`src/rtl/ak4619_target_if.sv`:
```
// ak4619_target_if: serial pins and sample-side bus of the AK4619 target port.
// The slave modport is the target (codec stand-in); master is the far end.
interface ak4619_target_if #(
  parameter int WIDTH = 16
);
  logic                    bick;
  logic                    lrck;
  logic                    sdin;
  logic                    sdout;
  logic signed [WIDTH-1:0] rx_sample0;
  logic signed [WIDTH-1:0] rx_sample1;
  logic                    rx_valid;
  logic signed [WIDTH-1:0] tx_sample0;
  logic signed [WIDTH-1:0] tx_sample1;
  logic                    tx_latch;
  logic                    locked;
  logic                    frame_err;
  logic [7:0]              err_count;

  modport slave (
    input  bick, lrck, sdin, tx_sample0, tx_sample1,
    output sdout, rx_sample0, rx_sample1, rx_valid, tx_latch,
           locked, frame_err, err_count
  );

  modport master (
    output bick, lrck, sdin, tx_sample0, tx_sample1,
    input  sdout, rx_sample0, rx_sample1, rx_valid, tx_latch,
           locked, frame_err, err_count
  );
endinterface

```
`src/rtl/ak4619_target.sv`:
```
// ak4619_target: codec-side 2-channel serial audio port. bick/lrck come from
// the far end and are oversampled on clk; sdin is deserialised into two
// signed words per frame and two words are serialised onto sdout.
// Optional feature macro: AK4619_TARGET_FRAME_CHECK_EN enables slot-length
// checking (frame_err pulse, saturating err_count, resync and frame drop).
module ak4619_target #(
  parameter int WIDTH      = 16,
  parameter int SLOT_BITS  = 32,
  parameter int DATA_DELAY = 0
) (
  input  logic            clk,
  input  logic            rst,
  ak4619_target_if.slave  bus
);

`ifdef AK4619_TARGET_FRAME_CHECK_EN
  localparam bit FRAME_CHECK = 1'b1;
`else
  localparam bit FRAME_CHECK = 1'b0;
`endif

  localparam logic [5:0] SLOT_CNT = 6'(SLOT_BITS);
  localparam logic [5:0] LAST_BIT = 6'(DATA_DELAY + WIDTH - 1);
  localparam int         LW       = $clog2(WIDTH + 1);

  typedef enum logic [0:0] {
    ST_UNLOCKED = 1'b0,
    ST_RUN      = 1'b1
  } state_t;

  state_t                  state_q, state_d;
  logic [2:0]              bick_pipe_q, bick_pipe_d;
  logic [2:0]              lrck_pipe_q, lrck_pipe_d;
  logic [1:0]              sdin_pipe_q, sdin_pipe_d;
  logic [5:0]              bit_cnt_q, bit_cnt_d;
  logic                    ch_q, ch_d;
  logic [WIDTH-2:0]        rx_shift_q, rx_shift_d;
  logic [WIDTH-1:0]        stage_q, stage_d;
  logic                    ch0_ok_q, ch0_ok_d;
  logic [WIDTH-1:0]        rx_sample0_q, rx_sample0_d;
  logic [WIDTH-1:0]        rx_sample1_q, rx_sample1_d;
  logic                    rx_valid_q, rx_valid_d;
  logic [WIDTH-1:0]        tx_hold0_q, tx_hold0_d;
  logic [WIDTH-1:0]        tx_hold1_q, tx_hold1_d;
  logic                    tx_latch_q, tx_latch_d;
  logic [WIDTH-1:0]        tx_shift_q, tx_shift_d;
  logic [LW-1:0]           tx_left_q, tx_left_d;
  logic                    sdout_q, sdout_d;
  logic                    locked_q, locked_d;
  logic                    frame_err_q, frame_err_d;
  logic [7:0]              err_count_q, err_count_d;

  logic                    bick_rise, bick_fall, lr_edge, lr_fall, lr_now, sdin_now;
  logic [5:0]              cnt_eff;
  logic                    ch_eff;
  logic                    slot_bad;
  logic                    in_window;
  logic [WIDTH-1:0]        rx_next;
  logic [WIDTH-1:0]        tx_word;

  // Edge events taken from the second and third synchroniser stages
  always_comb begin
    bick_rise = bick_pipe_q[1] & ~bick_pipe_q[2];
    bick_fall = ~bick_pipe_q[1] & bick_pipe_q[2];
    lr_now    = lrck_pipe_q[1];
    lr_edge   = lrck_pipe_q[1] ^ lrck_pipe_q[2];
    lr_fall   = ~lrck_pipe_q[1] & lrck_pipe_q[2];
    sdin_now  = sdin_pipe_q[1];
  end

  // Next-state logic: lock FSM, slot counter, receive and transmit paths
  always_comb begin
    bick_pipe_d  = {bick_pipe_q[1:0], bus.bick};
    lrck_pipe_d  = {lrck_pipe_q[1:0], bus.lrck};
    sdin_pipe_d  = {sdin_pipe_q[0], bus.sdin};
    state_d      = state_q;
    bit_cnt_d    = bit_cnt_q;
    ch_d         = ch_q;
    rx_shift_d   = rx_shift_q;
    stage_d      = stage_q;
    ch0_ok_d     = ch0_ok_q;
    rx_sample0_d = rx_sample0_q;
    rx_sample1_d = rx_sample1_q;
    rx_valid_d   = 1'b0;
    tx_hold0_d   = tx_hold0_q;
    tx_hold1_d   = tx_hold1_q;
    tx_latch_d   = 1'b0;
    tx_shift_d   = tx_shift_q;
    tx_left_d    = tx_left_q;
    sdout_d      = sdout_q;
    frame_err_d  = 1'b0;
    err_count_d  = err_count_q;
    slot_bad     = 1'b0;
    cnt_eff      = bit_cnt_q;
    ch_eff       = ch_q;
    rx_next      = {rx_shift_q, sdin_now};
    tx_word      = lr_now ? tx_hold1_q : bus.tx_sample0;

    // Lock: the first lrck falling edge starts channel 0 of a frame
    case (state_q)
      ST_UNLOCKED: begin
        if (lr_fall) begin
          state_d = ST_RUN;
        end else begin
          state_d = ST_UNLOCKED;
        end
      end
      ST_RUN:  state_d = ST_RUN;
      default: state_d = ST_UNLOCKED;
    endcase

    // An lrck edge clears the count before a coincident bick rise uses it
    if (lr_edge) begin
      cnt_eff = 6'd0;
      ch_eff  = lr_now;
    end else begin
      cnt_eff = bit_cnt_q;
      ch_eff  = ch_q;
    end
    if (bick_rise) begin
      bit_cnt_d = (cnt_eff == 6'd63) ? 6'd63 : cnt_eff + 6'd1;
    end else begin
      bit_cnt_d = cnt_eff;
    end
    ch_d = ch_eff;

    // Slot-length check: a short or long slot drops the frame and resyncs
    if (FRAME_CHECK && (state_q == ST_RUN) && lr_edge && (bit_cnt_q != SLOT_CNT)) begin
      slot_bad    = 1'b1;
      frame_err_d = 1'b1;
      err_count_d = (err_count_q == 8'd255) ? 8'd255 : err_count_q + 8'd1;
    end else begin
      slot_bad = 1'b0;
    end

    // A new frame, or a bad slot, invalidates any half-received frame
    if (lr_fall || slot_bad) begin
      ch0_ok_d = 1'b0;
    end else begin
      ch0_ok_d = ch0_ok_q;
    end

    // Receive: shift in only the data window of the slot, MSB first
    in_window = (int'(cnt_eff) >= DATA_DELAY) && (int'(cnt_eff) < DATA_DELAY + WIDTH);
    if ((state_d == ST_RUN) && bick_rise && in_window) begin
      rx_shift_d = rx_next[WIDTH-2:0];
      if (cnt_eff == LAST_BIT) begin
        if (ch_eff == 1'b0) begin
          stage_d  = rx_next;
          ch0_ok_d = 1'b1;
        end else if (ch0_ok_d) begin
          rx_sample0_d = stage_q;
          rx_sample1_d = rx_next;
          rx_valid_d   = 1'b1;
          ch0_ok_d     = 1'b0;
        end else begin
          ch0_ok_d = 1'b0;
        end
      end else begin
        stage_d = stage_q;
      end
    end else begin
      rx_shift_d = rx_shift_q;
    end

    // Transmit words are captured once per frame, on the lrck falling edge
    if (lr_fall) begin
      tx_hold0_d = bus.tx_sample0;
      tx_hold1_d = bus.tx_sample1;
      tx_latch_d = 1'b1;
    end else begin
      tx_latch_d = 1'b0;
    end

    // Transmit shifter: load wins over a coincident bick fall
    if (lr_edge) begin
      if (DATA_DELAY == 0) begin
        sdout_d    = tx_word[WIDTH-1];
        tx_shift_d = {tx_word[WIDTH-2:0], 1'b0};
        tx_left_d  = LW'(WIDTH - 1);
      end else begin
        sdout_d    = 1'b0;
        tx_shift_d = tx_word;
        tx_left_d  = LW'(WIDTH);
      end
    end else if (bick_fall) begin
      if (tx_left_q != LW'(0)) begin
        sdout_d    = tx_shift_q[WIDTH-1];
        tx_shift_d = {tx_shift_q[WIDTH-2:0], 1'b0};
        tx_left_d  = tx_left_q - LW'(1);
      end else begin
        sdout_d = 1'b0;
      end
    end else begin
      sdout_d = sdout_q;
    end

    // The line stays quiet until the port has locked
    if (state_d != ST_RUN) begin
      sdout_d = 1'b0;
    end else begin
      sdout_d = sdout_d;
    end

    locked_d = (state_d == ST_RUN);
  end

  // State and output registers with synchronous reset
  always_ff @(posedge clk) begin
    if (rst) begin
      state_q      <= ST_UNLOCKED;
      bick_pipe_q  <= 3'b000;
      lrck_pipe_q  <= 3'b000;
      sdin_pipe_q  <= 2'b00;
      bit_cnt_q    <= 6'd0;
      ch_q         <= 1'b0;
      rx_shift_q   <= '0;
      stage_q      <= '0;
      ch0_ok_q     <= 1'b0;
      rx_sample0_q <= '0;
      rx_sample1_q <= '0;
      rx_valid_q   <= 1'b0;
      tx_hold0_q   <= '0;
      tx_hold1_q   <= '0;
      tx_latch_q   <= 1'b0;
      tx_shift_q   <= '0;
      tx_left_q    <= '0;
      sdout_q      <= 1'b0;
      locked_q     <= 1'b0;
      frame_err_q  <= 1'b0;
      err_count_q  <= 8'd0;
    end else begin
      state_q      <= state_d;
      bick_pipe_q  <= bick_pipe_d;
      lrck_pipe_q  <= lrck_pipe_d;
      sdin_pipe_q  <= sdin_pipe_d;
      bit_cnt_q    <= bit_cnt_d;
      ch_q         <= ch_d;
      rx_shift_q   <= rx_shift_d;
      stage_q      <= stage_d;
      ch0_ok_q     <= ch0_ok_d;
      rx_sample0_q <= rx_sample0_d;
      rx_sample1_q <= rx_sample1_d;
      rx_valid_q   <= rx_valid_d;
      tx_hold0_q   <= tx_hold0_d;
      tx_hold1_q   <= tx_hold1_d;
      tx_latch_q   <= tx_latch_d;
      tx_shift_q   <= tx_shift_d;
      tx_left_q    <= tx_left_d;
      sdout_q      <= sdout_d;
      locked_q     <= locked_d;
      frame_err_q  <= frame_err_d;
      err_count_q  <= err_count_d;
    end
  end

  assign bus.sdout      = sdout_q;
  assign bus.rx_sample0 = rx_sample0_q;
  assign bus.rx_sample1 = rx_sample1_q;
  assign bus.rx_valid   = rx_valid_q;
  assign bus.tx_latch   = tx_latch_q;
  assign bus.locked     = locked_q;
  assign bus.frame_err  = frame_err_q;
  assign bus.err_count  = err_count_q;

endmodule
```
`src/flat_wrapper.sv`:
```
// flat-port wrapper written by rule: the top's interface ports become plain ports
module ak4619_target_flat 
#(
  parameter int WIDTH      = 16,
  parameter int SLOT_BITS  = 32,
  parameter int DATA_DELAY = 0
)
  (clk, rst, bus_bick, bus_lrck, bus_sdin, bus_tx_sample0, bus_tx_sample1, bus_sdout, bus_rx_sample0, bus_rx_sample1, bus_rx_valid, bus_tx_latch, bus_locked, bus_frame_err, bus_err_count);
  ak4619_target_if #(.WIDTH(WIDTH)) bus_i ();
  input  logic clk;
  input  logic rst;
  input wire logic [$bits(bus_i.bick)-1:0] bus_bick;
  input wire logic [$bits(bus_i.lrck)-1:0] bus_lrck;
  input wire logic [$bits(bus_i.sdin)-1:0] bus_sdin;
  input wire logic [$bits(bus_i.tx_sample0)-1:0] bus_tx_sample0;
  input wire logic [$bits(bus_i.tx_sample1)-1:0] bus_tx_sample1;
  output wire logic [$bits(bus_i.sdout)-1:0] bus_sdout;
  output wire logic [$bits(bus_i.rx_sample0)-1:0] bus_rx_sample0;
  output wire logic [$bits(bus_i.rx_sample1)-1:0] bus_rx_sample1;
  output wire logic [$bits(bus_i.rx_valid)-1:0] bus_rx_valid;
  output wire logic [$bits(bus_i.tx_latch)-1:0] bus_tx_latch;
  output wire logic [$bits(bus_i.locked)-1:0] bus_locked;
  output wire logic [$bits(bus_i.frame_err)-1:0] bus_frame_err;
  output wire logic [$bits(bus_i.err_count)-1:0] bus_err_count;
  assign bus_i.bick = bus_bick;
  assign bus_i.lrck = bus_lrck;
  assign bus_i.sdin = bus_sdin;
  assign bus_i.tx_sample0 = bus_tx_sample0;
  assign bus_i.tx_sample1 = bus_tx_sample1;
  assign bus_sdout = bus_i.sdout;
  assign bus_rx_sample0 = bus_i.rx_sample0;
  assign bus_rx_sample1 = bus_i.rx_sample1;
  assign bus_rx_valid = bus_i.rx_valid;
  assign bus_tx_latch = bus_i.tx_latch;
  assign bus_locked = bus_i.locked;
  assign bus_frame_err = bus_i.frame_err;
  assign bus_err_count = bus_i.err_count;
  ak4619_target #(.WIDTH(WIDTH), .SLOT_BITS(SLOT_BITS), .DATA_DELAY(DATA_DELAY)) u_core (.clk(clk), .rst(rst), .bus(bus_i));
endmodule
```
`config.mk`:
```
export PLATFORM = sky130hd
export DESIGN_NAME = ak4619_target_flat
export DESIGN_NICKNAME = d
export VERILOG_FILES = /design/src/rtl/ak4619_target_if.sv /design/src/rtl/ak4619_target.sv /design/src/flat_wrapper.sv
export SDC_FILE = /design/constraint.sdc
export NUM_CORES = 1
export LEC_CHECK = 0
export CAP_MARGIN = 30
export CORE_UTILIZATION = 50
export CTS_CLUSTER_SIZE = 20
export DETAILED_ROUTE_END_ITERATION = 10
export HOLD_SLACK_MARGIN = 0.15
export PLACE_DENSITY = 0.83
export SLEW_MARGIN = 20
export SYNTH_ARGS = -nofsm -noshare
export SYNTH_HDL_FRONTEND = slang
export SYNTH_SLANG_ARGS = --single-unit
```
`constraint.sdc`:
```
create_clock -name clk -period 7.5 [get_ports clk]
set_clock_uncertainty 0.05 [all_clocks]
set_input_delay 2.25 -clock clk [delete_from_list [all_inputs] [get_ports clk]]
set_output_delay 2.25 -clock clk [all_outputs]
set_load 0.01 [all_outputs]
```
# Word-level counts from Yosys, hierarchy flattened
# Cells that the tools add are included.
[word_totals] register_bits=119 inputBits=37 out_inout_bits=45 wordCells=68
[classes] addsub=2 order_cmp=1 n_eq_ne=2 muxes=21 bitwise_logic=12 n_reduce_logical=12
[ops] cell="2-to-1 mux 16 bit" n=4
[ops] cell="2-to-1 mux 6 bit" n=3
[ops] cell="2-to-1 mux 4 bit" n=3
[ops] cell="2-to-1 mux 1 bit" n=10
[ops] cell="NOT 1 bit" n=8
[ops] cell="adder 6 x 1 -> 6 bit, second input constant" n=1
[ops] cell="equality test 6 x 4 -> 1 bit, second input constant" n=1
[ops] cell="equality test 6 bit, second input constant" n=1
[ops] cell="less-than comparator 6 x 5 -> 1 bit, second input constant" n=1
[ops] cell="nonzero test 5 bit" n=1
[ops] cell="subtractor 5 x 1 -> 5 bit, second input constant" n=1
[ops] cell="AND reduction 2 bit" n=2
[ops] cell="AND reduction 4 bit" n=1
[ops] cell="nonzero test 2 bit" n=2
[ops] cell="OR reduction 2 bit" n=2
[ops] cell="OR reduction 4 bit" n=1
[ops] cell="bitwise AND 1 bit" n=3
[ops] cell="AND reduction 3 bit" n=1
[ops] cell="logical AND 1 bit" n=2
[ops] cell="one-hot mux 1 bit (2 select lines)" n=1
[ops] cell="XOR 1 bit" n=1

# Longest topological paths before layout
# Gate-level depths: netlist (run 1).
[logic_depth] depth_word=8 ltp_mapped=13 depth_no_buf=8

# Least setup slack after synthesis (run 1)
# Ideal clock, no wire load.
[synth_timing] path_kind="input port to flip-flop" startpoint="input rst" endpoint="register u_core.ch_q" setup_ps=128 arrival_time_ps=3076 required_time_ps=7322 slack_ps=4247 path_stages=4 path_buffers=3 cell_sequence="clkbuf_1 -> clkbuf_1 -> buf_1 -> nor2_1"
[synth_lines] item="from (decl)" line_no="flat_wrapper.sv:11" text="input logic rst;"
[synth_lines] item="to (signal assigned)" line_no="ak4619_target.sv:238" text="ch_q <= ch_d;"
[synth_lines] item="to (decl)" line_no="ak4619_target.sv:36" text="logic ch_q, ch_d;"
# No word-level cell between the ends.

==> impl.org, run 1 <==
** Run status
- The flow ran to the end, and the final reports show no timing, DRC or antenna violations.

** CTS
- The root buffer cell chosen for the clock tree is clkbuf_8.
- Setup bufs post-CTS :: 0
- Once the clock tree was built, the resizer swapped 0 gates to a different size.
- The clock net in this run drives a total of approximately 120 sinks.
- Number of levels the H-tree was split into :: 4
- At the later pin of the worst-skew pair, clock insertion delay measures between 0.5 and 0.6 ns.
- TritonCTS built the clock tree.
- Buffers inserted to repair hold after CTS numbered 0.
- The longest clock path from root to sink contains 2 buffers.
- Clock tree synthesis inserted a total of 17 buffers.
- Clock transition at the registers of the reported paths :: approximately 0.05 ns

** GRT
- The number of antenna violations at the first check in global routing was 0.
- Via count of the first global-routing pass :: ~3700
- Largest net degree at the start of global routing :: between 100 and 150
- The first global-routing pass estimated between 15 and 20 mm of wire.
- Overall fraction of global-route tracks in use :: 20.7%
- After global routing the overflow that remains totals 0.

** Worst setup path
- CP max FO :: 2
- Cell-by-cell trace of the critical path :: clkdlybuf4s50_1
- STA classifies the critical path startpoint as a register.
- Arrival time at the worst endpoint :: approximately 1.5 ns
- Dominant delay contributor by cell family on the critical path :: buffers and inverters
- The critical path is of the register to output port type.
- STA classifies the critical path endpoint as an output port.
- Worst Path Required :: between 5 and 6 ns
- On the critical path, the stage with the largest delay is an instance of clkdlybuf4s50_1.
- Counting both buffers and inverters, the worst setup path holds a total of 1.
- The largest single stage delay on the critical path is approximately 0.56 ns.

** Routing
- Number of violations reported at the end of detailed-routing iteration 0 :: 130
- Metal2 WL :: just over 5 mm
- After detailed routing, no signal wire sits above met4.
- Vias per Instance :: about 5.2
- Antenna violation net count after detailed routing :: 0
- In the final routed layout, each cell accounts on average for ~14 µm.
- Routed length on met1 :: 4.43 mm
- For this run, design rule violations remaining after detail routing come to 0.
- The routed layout has approximately 3800 vias.
- 1st-pass router iterations :: 5
- Met3 WL :: around 430 µm
- After detailed routing, the total wire length is slightly above 10 mm.

** Layout
- The post-route netlist has roughly 7.8% of its cells at a drive strength greater than 1.
- Area delta synth->final :: 26.1%
- The number of antenna diodes in the final layout is 0.
- The net count of the finished layout is 627.
- Final Cell Area :: ~6400 µm²

** Synthesis
- Most used flip-flop cell after synthesis :: dfxtp_1
- Share of the synthesized area in the top cell type :: 47.2%
- After synthesis, flip-flops and latches occupy a little under half of the total area.
- After technology mapping, the gate count stands at around 530.
- The synthesized netlist contains 45 unique library cells.
- During synthesis, Yosys emitted a total of 0 warnings.
- Mapped Area :: about 5000 µm²
- Of all flip-flops after synthesis, the portion carrying an async set or reset was 0%.
- Mean instance size in the synthesized netlist :: 9.50 µm²
- In the post-synthesis netlist, the biggest area contributors are dfxtp_1 47%, mux2i_1 13%, nand2b_1 8.4%.
- Cell taking the most area after synthesis :: dfxtp_1
- Post-synthesis sequential element count :: 119
- Number of enable-type register cells in the synthesized netlist :: 0

** Place
- Instance area at placement :: between 5000 and 6000 µm²
- At the end of routability-driven placement, the weighted congestion stood at between 0.7 and 0.8.
- The HPWL after detailed placement is roughly 6.7 mm.
- Buffers placed on the I/O ports in this run total a little over 70.
- Prior to clock tree synthesis, the placed netlist has a worst setup slack of approximately 3.6 ns.

** Timing
- For the pin with the worst max-slew slack, the measured transition is 0.911 ns.
- Setup slack on the critical path of the routed design comes to ~3.7 ns.
- After routing, the total negative slack on setup checks comes to 0 ns.
- The count of final max-slew check failures came to 0.
- The clock period could shrink to between 3 and 4 ns.
- Setup repair after global routing left no endpoint under its margin.
- Max-slew headroom at the worst pin :: 39.3%
- Final cycle utilization of the critical path :: between 50% and 60%
- Derived from the worst setup path, the maximum achievable clock frequency is around 270 MHz.
- Setup violations remaining at the end of the flow were counted as 0.
- Final number of hold-violating endpoints :: 0

** Pwr
- Overall power consumption after layout is estimated at approximately 1.6 mW.
- In this run the power density over the cells is 244 nW/µm².
- Peak supply drop :: ~0.00016 V
- The analysis attributes to cell leakage a power of 2.11 nW.

** Floorplan
- Number of ports placed on the die boundary :: 82
- Die outline height :: a little over 100 µm
- Die span in x :: about 100 µm
- After floorplanning, the core was sized to cover ~9800 µm².
- Total Die Area :: ~10000 µm²
- The initial utilization of the core area, before any placement, comes to 51.6%.
- Row generation in the floorplan step produced 36 rows.

** Min path
- The worst hold path belongs to the class register to register.

** Run
- Number of violations of the max-capacitance limit :: 0
-- registers in the layout, indices dropped and copies added, names as in the netlist, 2 cells and up --
register	count
u_core.bick_pipe_q	3
u_core.bit_cnt_q	6
u_core.bus.rx_sample0	16
u_core.bus.rx_sample1	16
u_core.lrck_pipe_q	3
u_core.rx_shift_q	15
u_core.sdin_pipe_q	2
u_core.stage_q	16
u_core.tx_hold1_q	16
u_core.tx_left_q	5
u_core.tx_shift_q	15
-- area by class of cell --
class / count / area [µm²]
Sequential cell: 119 / 2380
Tap cell: 133 / 166
Clock inverter: 8 / 118
Fill cell: 777 / 3410
Multi-Input combinational cell: 368 / 2420
Clock buffer: 24 / 490
Inverter: 3 / 11.3
Timing Repair Buffer: 78 / 771
-- where the power goes --
part / internal (mW) / switching, mW
clock: 0.548 / 0.269
sequential: 0.645 / 0.00780
combinational: 0.0426 / 0.0379
total: 1.24 / 0.315
-- through the flow --
stage	utilization [%]	hold slack [ns]	instances
final	65.1	0.389	733
after global routing	65.1	0.424	733
after CTS	64.9	0.394	732
after detailed placement	58.7	0.374	700
after global placement	58.7	0.371	700
after floorplan	-	0.364	539
-- layout by cell type (no fill, tap or decap), drive strengths merged, types with 2 or more instances in the layout --
| master | n |
|---|---|
| o21ai | 21 |
| nor2b | 24 |
| nand2 | 40 |
| nor2 | 24 |
| clkdlybuf4s50 | 71 |
| bufinv | 3 |
| nor4 | 2 |
| a21oi | 39 |
| clkinv | 4 |
| dfxtp | 119 |
| inv | 3 |
| a211oi | 28 |
| nor3b | 2 |
| buf | 7 |
| clkbuf | 24 |
| nand4 | 2 |
| a31oi | 3 |
| mux2i | 66 |
| nand2b | 68 |
| nand3b | 2 |
| or3 | 2 |
| and2 | 2 |
| xnor2 | 3 |
| ha | 3 |
| conb | 9 |
| mux2 | 2 |
| nor3 | 2 |
| nand3 | 16 |
-- metal layers --
layer,vias up,track usage (%)
met4,0,8.90
met3,19,6.63
met5,-,0
met1,1779,24.2
li1,1908,-
met2,107,34.8
-- Yosys cell counts, types with 2 or more instances --
library cell,instances
a21oi_1,39
a31oi_1,3
o21ai_1,8
buf_1,5
clkbuf_1,26
nor2_1,22
xnor2_1,3
dfxtp_1,119
and2_1,2
inv_1,3
nand3_1,16
buf_6,4
o21ai_0,13
buf_2,3
nor2b_1,24
mux2i_1,65
nor3_1,2
ha_1,3
nand2_1,40
a211oi_1,28
or3_1,2
buf_4,11
nand2b_1,68
-- worst paths after layout --
| kind | start | endpoint | slack, ns | depth (start not counted) |
|---|---|---|---|---|
| max | u_core.state_q | bus_locked | 3.75 | 1 |
| min | u_core.bick_pipe_q[0] | u_core.bick_pipe_q[1] | 0.39 | 1 |
| max reg2reg | u_core.lrck_pipe_q[1] | u_core.bus.rx_sample0[4] | 4.22 | 8 |
| min reg2reg | u_core.bick_pipe_q[0] | u_core.bick_pipe_q[1] | 0.39 | 1 |
-- kinds of logic (layout without fill, tap and decap cells) --
group | after synthesis | count (layout) | share of synthesized area (%)
xor+xnor | 4 | 4 | 0.695
buf+inv | 52 | 113 | 5.36
compound gates | 94 | 94 | 11.0
fa+ha+maj | 3 | 3 | 0.744
simple gates | 190 | 190 | 21.3
mux | 68 | 68 | 13.6
flops | 119 | 119 | 47.2
other cells | 1 | 9 | 0.0743
Note: power is estimated with default switching activity, not from simulation.
==> run 2: changes to the inputs <==
--- a/config.mk
+++ b/config.mk
@@ -6,11 +6,11 @@
 export NUM_CORES = 1
 export LEC_CHECK = 0
 export CAP_MARGIN = 30
-export CORE_UTILIZATION = 50
+export CORE_UTILIZATION = 48
 export CTS_CLUSTER_SIZE = 20
 export DETAILED_ROUTE_END_ITERATION = 10
 export HOLD_SLACK_MARGIN = 0.15
-export PLACE_DENSITY = 0.83
+export PLACE_DENSITY = 0.84
 export SLEW_MARGIN = 20
 export SYNTH_ARGS = -nofsm -noshare
 export SYNTH_HDL_FRONTEND = slang
==> constraint.sdc (replaced) <==
create_clock -name clk -period 3.45 [get_ports clk]
set_clock_uncertainty 0.05 [all_clocks]
set_input_delay 1.035 -clock clk [delete_from_list [all_inputs] [get_ports clk]]
set_output_delay 1.035 -clock clk [all_outputs]
set_load 0.01 [all_outputs]
==> impl.org, run 2 (same netlist as run 1, synthesis figures left out) <==
** CTS
- TritonCTS built the clock tree.
- Cts-stage hold buffer count :: 0 (unchanged)
- The insertion delay of the later-clocked pin in the worst-skew pair is 0.51 ns (about the same).
- Clk Tree Root Cell :: clkbuf_8
- The post-CTS clock slew at the launch and capture registers of the worst setup and hold paths came to 0.06 ns (about the same).
- The number of H-tree levels came to 4 (unchanged).
- The post-CTS setup-driven buffer insertion count is 0 (unchanged).
- The number of buffers created by CTS came to 17 (unchanged).
- The post-CTS resize count is 0 (unchanged).
- The largest buffer count on any clock path came to 2 (unchanged).
- The TritonCTS sink count was 119 (unchanged).

** Worst setup path
- Master of the slowest instance on the critical path :: buf_4
- R2r startpoint :: u_core.lrck_pipe_q[1]
- The critical path ends at u_core.bus.rx_sample0[4].
- In this run the worst setup path begins at u_core.lrck_pipe_q[1].
- Flop-to-flop setup slack :: 0.76 ns (-3.46 ns)
- The stage delay of the slowest cell on the critical path is 0.40 ns (-0.16 ns).
- The number of buffer and inverter instances along the worst setup path was 3 (+2).
- The arrival time reported for the critical path endpoint was 3.08 ns (+1.63 ns).
- The critical path is of the register to register type.
- The endpoint identified for the worst register-to-register timing path is u_core.bus.rx_sample0[4].
- Cell-by-cell trace of the critical path :: inv_1 > ha_1 > buf_4 > o21ai_1 > nand3b_4 > nor4_4 > buf_4 > mux2i_1
- Category of the worst setup path capture point :: register
- The maximum fanout encountered on the critical timing path came to 33 (+31).
- The number of logic stages on the critical path including buffering came to 8 (+7).
- Most used cell along the critical path :: buf_4
- Dominant delay contributor by cell family on the critical path :: simple AND/OR/NAND/NOR gates
- The depth of the worst register-to-register path is 8 (unchanged).
- The worst setup path is launched from a register.
- Worst Path Required :: 3.84 ns (-1.36 ns)

** Routing
- Final WL :: 10.2 mm (+0.36%)
- Number of violations reported at the end of detailed-routing iteration 0 :: 182 (+40%)
- 1st-pass router iterations :: 4 (-1)
- The number of antenna-violating nets in the routed design came to 0 (unchanged).
- Vias per Instance :: 5.23 (+0.51%)
- The count of vias placed by the detailed router is 3864 (+1.3%).
- The detailed-route DRC error count was 0 (unchanged).
- The per-cell routed wire length is 13.9 µm (-0.45%).

** Layout
- # nets final :: 631 (+0.64%)
- Proportion of layout cells with a drive suffix above 1 :: 7.96% (+0.13 points)
- The number of diodes added for antenna fixing came to 0 (unchanged).
- Leaving out fill and tap cells, the most frequent cells in the layout are 119 x dfxtp_1, 71 x clkdlybuf4s50_1, 68 x nand2b_1.
- Final Cell Area :: 6370 µm² (about the same)
- Most common cell after layout, fill and taps aside :: dfxtp_1
- Area delta synth->final :: 26.3% (about the same)

** GRT
- The wire length of the first global-routing pass was 17.2 mm (+2.0%).
- Via count of the first global-routing pass :: 3717 (-0.24%)
- Largest net degree at the start of global routing :: 61 (-41%)
- The number of antenna violations at the first check in global routing came to 0 (unchanged).
- The aggregate global-route resource usage was 19.6% (-1.1 points).
- Grt ovf :: 0 (unchanged)

** Floorplan
- The starting utilization of the core area is 49.1% (-2.5 points).
- Number of standard-cell rows in the floorplan :: 37 (+2.8%)
- Number of ports placed on the die boundary :: 82 (unchanged)
- Die outline height :: 105 µm (+2.0%)
- The width of the die was 105 µm (+2.0%).
- Total Die Area :: 10900 µm² (+4.1%)
- Area of the core :: 10300 µm² (+5.1%)

** Place
- Number of I/O port buffers :: 72 (unchanged)
- The area after detailed placement came to 5790 µm² (+0.94%).
- The final estimated routing congestion in global placement is 0.852 (+9.3%).
- The half-perimeter wire length after detailed placement came to 6.60 mm (-0.93%).

** Timing
- The number of hold violations in the final report was 0 (unchanged).
- The number of setup violations in the final report is 0 (unchanged).
- Setup repair after global routing left no endpoint under its margin.
- The sum of negative setup slack came to 0 ns (unchanged).
- The count of final max-slew check failures was 0 (unchanged).
- Subtracting the final worst setup slack from the clock period gives 2.69 ns.
- The worst path uses ~78% of the clock period.
- Max-slew headroom at the worst pin :: 58.3% (+19 points)
- Achievable Freq :: ~370 MHz
- Transition at the pin with the smallest max-transition slack :: 0.626 ns (-0.285 ns)

** Run status
- Run status :: complete, no violations

** Pwr
- The peak supply drop is 0.000311 V (+97%).
- The static leakage came to 2.11 nW (about the same).
- The total power per unit cell area was 519 nW/µm² (+110%).

** Min path
- Hold Path Class :: register to register

** Run
- The count of maximum capacitance violations is 0 (unchanged).
## run 2: cell types whose count changed in the layout (fill, tap and decap cells not counted), sizes merged
cell      change
buf           +4
clkbuf        -2
clkinvlp      +1
## run 2: how the worst min path moves through the flow
stage	from	to	slack, ns	cells past startpoint
5_1_grt	u_core.lrck_pipe_q[0]	u_core.lrck_pipe_q[1]	0.40	1
3_3_place_gp	u_core.bick_pipe_q[0]	u_core.bick_pipe_q[1]	0.37	1
2_1_floorplan	u_core.bick_pipe_q[0]	u_core.bick_pipe_q[1]	0.36	1
3_5_place_dp	u_core.bick_pipe_q[0]	u_core.bick_pipe_q[1]	0.37	1
4_1_cts	u_core.bick_pipe_q[0]	u_core.bick_pipe_q[1]	0.38	1
6_report	u_core.bick_pipe_q[0]	u_core.bick_pipe_q[1]	0.38	1
## run 2: metrics by stage
stage,std cells,setup slack [ns],hold WS (ns),power (mW),utilization (%)
CTS,739,0.774,0.383,3.34,62.0
global route,739,0.548,0.399,3.42,62.0
floorplan,539,0.390,0.364,1.57,-
finish,739,0.759,0.382,3.31,62.0
detailed placement,708,0.791,0.370,1.63,56.4
global placement,708,0.945,0.366,1.62,56.4
## run 2: layout make-up
type | count | area [µm²]
tap | 136 | 170
timing repair buffer | 82 | 806
inverter | 3 | 11.3
fill | 834 | 3910
clock buffer | 22 | 453
multi-input combinational | 368 | 2420
sequential | 119 | 2380
clock inverter | 9 | 125
## run 2: report_power, final
| group | leakage, nW | switching (mW) | internal, mW |
|---|---|---|---|
| Clock | 0.281 | 0.582 | 1.13 |
| Sequential | 0.964 | 0.0166 | 1.40 |
| Combinational | 0.867 | 0.0850 | 0.0948 |
| Total | 2.11 | 0.683 | 2.62 |
## run 2: layer usage
metal  GRT usage, %  up-vias  routed length (µm)
met5              0        -                   0
met4           7.24        0                  76
met3           5.26       14                 574
met2           33.1      117                5160
met1           23.8     1812                4440
li1               -     1921                   -
## run 2: worst reg2reg max path, cell delays in order, from the launching register on
cell,delay (ns)
dfxtp_1,0.32
inv_1,0.06
ha_1,0.33
buf_4,0.24
o21ai_1,0.20
nand3b_4,0.36
nor4_4,0.40
buf_4,0.40
mux2i_1,0.25
